===== config.mk =====
export PLATFORM = sky130hd
export DESIGN_NAME = ifu
export DESIGN_NICKNAME = d
export VERILOG_FILES = /design/src/rtl/ifu_pkg.sv /design/src/rtl/ifu_npc_calc.sv /design/src/rtl/ifu.sv
export SDC_FILE = /design/constraint.sdc
export NUM_CORES = 1
export LEC_CHECK = 0
export CAP_MARGIN = 15
export CELL_PAD_IN_SITES_DETAIL_PLACEMENT = 1
export CELL_PAD_IN_SITES_GLOBAL_PLACEMENT = 2
export CORE_MARGIN = 5
export CORE_UTILIZATION = 29
export DETAILED_ROUTE_END_ITERATION = 8
export GPL_TIMING_DRIVEN = 0
export PLACE_DENSITY = 0.85
export SYNTH_ARGS = -nofsm -noshare
export SYNTH_HDL_FRONTEND = slang
export SYNTH_SLANG_ARGS = --single-unit

===== constraint.sdc =====
create_clock -name clk -period 6.9 [get_ports clk]
set_clock_uncertainty 0.2 [all_clocks]
set_input_delay 0.69 -clock clk [delete_from_list [all_inputs] [get_ports clk]]
set_output_delay 0.69 -clock clk [all_outputs]
set_load 0.05 [all_outputs]

===== src/rtl/ifu_pkg.sv =====
// Shared definitions for the instruction fetch unit: reset/exception vectors,
// next-PC selection codes and fetch state encodings.
package ifu_pkg;

   localparam logic [31:0] RESET_PC   = 32'h0000_3000;
   localparam logic [31:0] EXC_VECTOR = 32'h0000_4180;

   typedef enum logic [2:0] {
      NPC_PLUS4  = 3'd0,
      NPC_BRANCH = 3'd1,
      NPC_JUMP   = 3'd2,
      NPC_JR     = 3'd3,
      NPC_EXCEPT = 3'd4
   } npc_op_e;

   typedef enum logic [1:0] {
      IDLE  = 2'd0,
      FETCH = 2'd1,
      WAIT  = 2'd2,
      EXEC  = 2'd3
   } ifu_state_e;

endpackage


===== src/rtl/ifu_npc_calc.sv =====
// Combinational next-PC computation; exc_o flags any selection that
// redirects to the exception vector, including a misaligned JR target.
module npc_calc (
   input  logic [31:0] pc_i,
   input  logic [31:0] ir_i,
   input  logic [2:0]  npc_op_i,
   input  logic [31:0] rs_data_i,
   output logic [31:0] npc_o,
   output logic        exc_o
);
   import ifu_pkg::*;

   logic [31:0] p4;
   logic [31:0] branchOff;

   assign p4        = pc_i + 32'd4;
   assign branchOff = {{14{ir_i[15]}}, ir_i[15:0], 2'b00};

   // Unused codes 5-7 fall through to the sequential PC.
   always_comb begin
      npc_o = p4;
      exc_o = 1'b0;
      case (npc_op_i)
         NPC_BRANCH: npc_o = p4 + branchOff;
         NPC_JUMP:   npc_o = {p4[31:28], ir_i[25:0], 2'b00};
         NPC_JR: begin
            if (rs_data_i[1:0] != 2'b00) begin
               npc_o = EXC_VECTOR;
               exc_o = 1'b1;
            end else begin
               npc_o = rs_data_i;
            end
         end
         NPC_EXCEPT: begin
            npc_o = EXC_VECTOR;
            exc_o = 1'b1;
         end
         default: npc_o = p4;
      endcase
   end

endmodule


===== src/rtl/ifu.sv =====
// Instruction fetch unit: owns the PC, fetches over a req/gnt/rvalid handshake
// and applies the decoder's next-PC selection. Optional EPC register: IFU_EPC_EN.
module ifu (
   input  logic        clk,
   input  logic        rst,
   input  logic [2:0]  npc_op,
   input  logic [31:0] rs_data,
   input  logic        stall,
   output logic        imem_req,
   output logic [31:0] imem_addr,
   input  logic        imem_gnt,
   input  logic        imem_rvalid,
   input  logic [31:0] imem_rdata,
   output logic [31:0] instr,
   output logic [31:0] pc,
   output logic        nop,
   output logic [31:0] epc
);
   import ifu_pkg::*;

   ifu_state_e  state_q, state_d;
   logic [31:0] pc_q, pc_d;
   logic [31:0] ir_q, ir_d;
   logic [31:0] npc;
   logic        exc;

   npc_calc u_npc_calc (
      .pc_i      (pc_q),
      .ir_i      (ir_q),
      .npc_op_i  (npc_op),
      .rs_data_i (rs_data),
      .npc_o     (npc),
      .exc_o     (exc)
   );

   always_ff @(posedge clk or posedge rst) begin
      if (rst) begin
         state_q <= IDLE;
         pc_q    <= RESET_PC;
         ir_q    <= '0;
      end else begin
         state_q <= state_d;
         pc_q    <= pc_d;
         ir_q    <= ir_d;
      end
   end

   // rvalid is only honoured while a fetch is outstanding (FETCH or WAIT).
   always_comb begin
      state_d  = state_q;
      pc_d     = pc_q;
      ir_d     = ir_q;
      imem_req = 1'b0;
      nop      = 1'b1;
      case (state_q)
         IDLE:  state_d = FETCH;
         FETCH: begin
            imem_req = 1'b1;
            if (imem_gnt) begin
               if (imem_rvalid) begin
                  ir_d    = imem_rdata;
                  state_d = EXEC;
               end else begin
                  state_d = WAIT;
               end
            end
         end
         WAIT: begin
            if (imem_rvalid) begin
               ir_d    = imem_rdata;
               state_d = EXEC;
            end
         end
         EXEC: begin
            nop = 1'b0;
            if (!stall) begin
               pc_d    = npc;
               state_d = FETCH;
            end
         end
         default: state_d = IDLE;
      endcase
   end

   assign imem_addr = pc_q;
   assign pc        = pc_q;
   assign instr     = ir_q;

`ifdef IFU_EPC_EN
   logic [31:0] epc_q;

   always_ff @(posedge clk or posedge rst) begin
      if (rst) begin
         epc_q <= '0;
      end else if (state_q == EXEC && !stall && exc) begin
         epc_q <= pc_q;
      end
   end

   assign epc = epc_q;
`else
   assign epc = '0;
`endif

endmodule


==> results.json <==
{
  "cts.clk_slew.worst_paths_ps": 60,
  "io_pins": 202,
  "cp.required_ps": 6910,
  "cts_buffers": 9,
  "fin_crit_sh_pct": 66.51,
  "tns_ps": 0,
  "drv_cap": 0,
  "fp-row-count": 52,
  "cts_hold_buf": 0,
  "portBuffers": 167,
  "layout.cells.non_filler": 1182,
  "syn_inst": 697,
  "synth_edf_count": 0,
  "synthArstFlopShare_pct": 100.0,
  "report.final.setup_viol": 0,
  "grt_setup_unrepaired": "no",
  "tritoncts": "built",
  "max_freq_mhz": 217.9,
  "synth_area_um2": 6020,
  "insertion_delay_ps": 350,
  "dieArea_um2": 23740,
  "slew_headroom_pct": 21.55,
  "cts_resized": 0,
  "ir_drop_mv": 0.2417,
  "n_antenna_cell": 0,
  "hpwl_mm": 18.81,
  "grt_pass1_vias": 6447,
  "htree_levels": 3,
  "grt_start_max_net_pins": 58,
  "die_x_um": 154.1,
  "die_h_um": 154.1,
  "drive_gt1_share_pct": 16.78,
  "ys_warn_count": 0,
  "vias": 6201,
  "ys_seq_elements": 66,
  "drcViolationCount": 0,
  "root_buffer": "clkbuf_16",
  "ys_types": 79,
  "grt_overflow_total": 0,
  "crit_path_max_fanout": 8,
  "wire_per_inst_um": 20.61,
  "core_area_um2": 20360,
  "grt_usage_pct": 20.28,
  "status": "finished, final reports clean",
  "ys.flop_type": "dfrtp_1",
  "p_leak_uw": 0.003623,
  "hp-class": "reg2reg",
  "cts_num_sinks": 66,
  "hold_violations": 0,
  "fin_crit_ps": 4589,
  "syn_avg_cell_area_um2": 8.636,
  "vias_per_cell": 5.246,
  "ant_nets": 0,
  "cp_data_arrival_time_ps": 4600,
  "drt_iter0_markers": 316,
  "wirelength_mm": 24.36,
  "end_kind": "flop",
  "cts.path.max_buffers": 2,
  "dp.cells": 1166,
  "synthToLayoutAreaGrowth_pct": 40.32,
  "first_pass_iters": 7,
  "fin_nets": 1019,
  "grt_first_pass_wirelength_mm": 37.86,
  "post_cts_buffers": 0,
  "start_util_pct": 29.56,
  "drv_slew": 0,
  "worst_slew_pin_slew_ps": 1174,
  "pwr_density_cell_nw_per_um2": 619.5,
  "setup_ws_ps": 2311,
  "antenna_found_initial": 1,
  "start_kind": "flop",
  "place_ws_ps": 2368,
  "gp_congestion": 0.8632,
  "ys_seq_area_share_pct": 27.48,
  "crit_type": "reg2reg",
  "hold_slack_ps": 313.8
}
registers in the layout, summed over array words and instances (netlist names):
signal	count
imem_addr	32
instr	32
state_q	2
cells in the mapped netlist, types with 5 or more instances:
library cell | instances | share of area [%]
a211oi_1 | 5 | 0.62
a21o_1 | 13 | 1.6
a21oi_1 | 51 | 4.2
a221oi_1 | 16 | 2.3
a31oi_1 | 13 | 1.4
and2_1 | 6 | 0.62
and3_1 | 9 | 0.94
buf_1 | 6 | 0.37
buf_2 | 7 | 0.58
buf_4 | 64 | 8.0
clkbuf_1 | 14 | 0.87
dfrtp_1 | 64 | 27
ha_1 | 39 | 8.1
inv_1 | 15 | 0.94
mux2_2 | 32 | 6.0
nand2_1 | 55 | 3.4
nand2b_1 | 5 | 0.52
nand3_1 | 16 | 1.3
nand4_1 | 12 | 1.2
nor2_1 | 42 | 2.6
nor2b_1 | 5 | 0.52
nor3_1 | 6 | 0.50
o21ai_0 | 51 | 4.2
o22ai_1 | 6 | 0.62
xnor2_1 | 37 | 5.4
xor2_1 | 20 | 2.9
power breakdown:
group	switching (uW)	internal (uW)
combinational	2390	1500
sequential	318	577
clock	201	242
area by class of cell:
class | count | area (um2)
Multi-Input combinational cell | 552 | 3797
Inverter | 15 | 58.81
Fill cell | 2444 | 11920
Sequential cell | 66 | 1654
Buffer | 95 | 628.1
Clock inverter | 7 | 46.29
Clock buffer | 9 | 225.2
Tap cell | 270 | 337.8
Timing Repair Buffer | 168 | 1699
cells by family (layout without fill, tap and decap cells):
logic type	after synthesis	in the layout	share of synthesized area, %
buffers and inverters	110	294	11.37
AND/OR/NAND/NOR	182	182	15.59
adder cells (fa/ha/maj)	41	41	8.605
other	1	32	0.06230
XOR/XNOR	57	57	8.294
multiplexers	32	32	5.986
flip-flops	66	66	27.48
AO/OA/AOI/OAI	208	208	22.62
worst max-delay path, cell delays in order (launching register included):
cell      delay (ps)
dfrtp_1          570
ha_1             390
nand3_2          220
or3_4            420
nor2_4           260
xnor2_1          160
ha_1             370
nand2_1          120
nor4_1           510
o21ai_0          170
o311ai_0         180
o21ai_0          290
o21ai_0          320
xnor2_1          180
o22ai_1          100
metal layers:
layer | wire length [um] | GRT usage [%] | vias up
li1 | - | - | 2867
met1 | 11030 | 27.70 | 3072
met2 | 11070 | 31.80 | 224
met3 | 1743 | 4.806 | 36
met4 | 506 | 6.182 | 2
met5 | 13 | 0 | -
final timing paths:
check	startpoint	endpoint	slack [ps]	cells after the start
max reg2reg	imem_addr[2]	imem_addr[29]	2310	14
min reg2reg	instr[31]	instr[31]	310	1
max in group asynchronous	rst	imem_addr[13]	5490	3
min in group asynchronous	rst	instr[6]	410	2
min	instr[31]	instr[31]	310	1
max	imem_addr[2]	imem_addr[29]	2310	14
stage by stage:
stage	util (%)	total power, uW	instance area [um2]
4_1_cts	41.48	5242	8447
5_1_grt	41.48	5568	8447
6_report	41.48	5233	8447
3_5_place_dp	40.14	4767	8175
2_1_floorplan	-	3585	6136
3_3_place_gp	40.00	4715	8145
placed cells by master, fill, tap and decap left out, types with 20 or more instances in the layout:
cell type	instances
buf_4	64
xnor2_1	37
dfrtp_1	64
ha_1	39
nor2_1	42
clkdlybuf4s50_1	167
conb_1	32
o21ai_0	51
a21oi_1	51
mux2_2	32
xor2_1	20
nand2_1	55
Power figures use the tool's default switching activity.
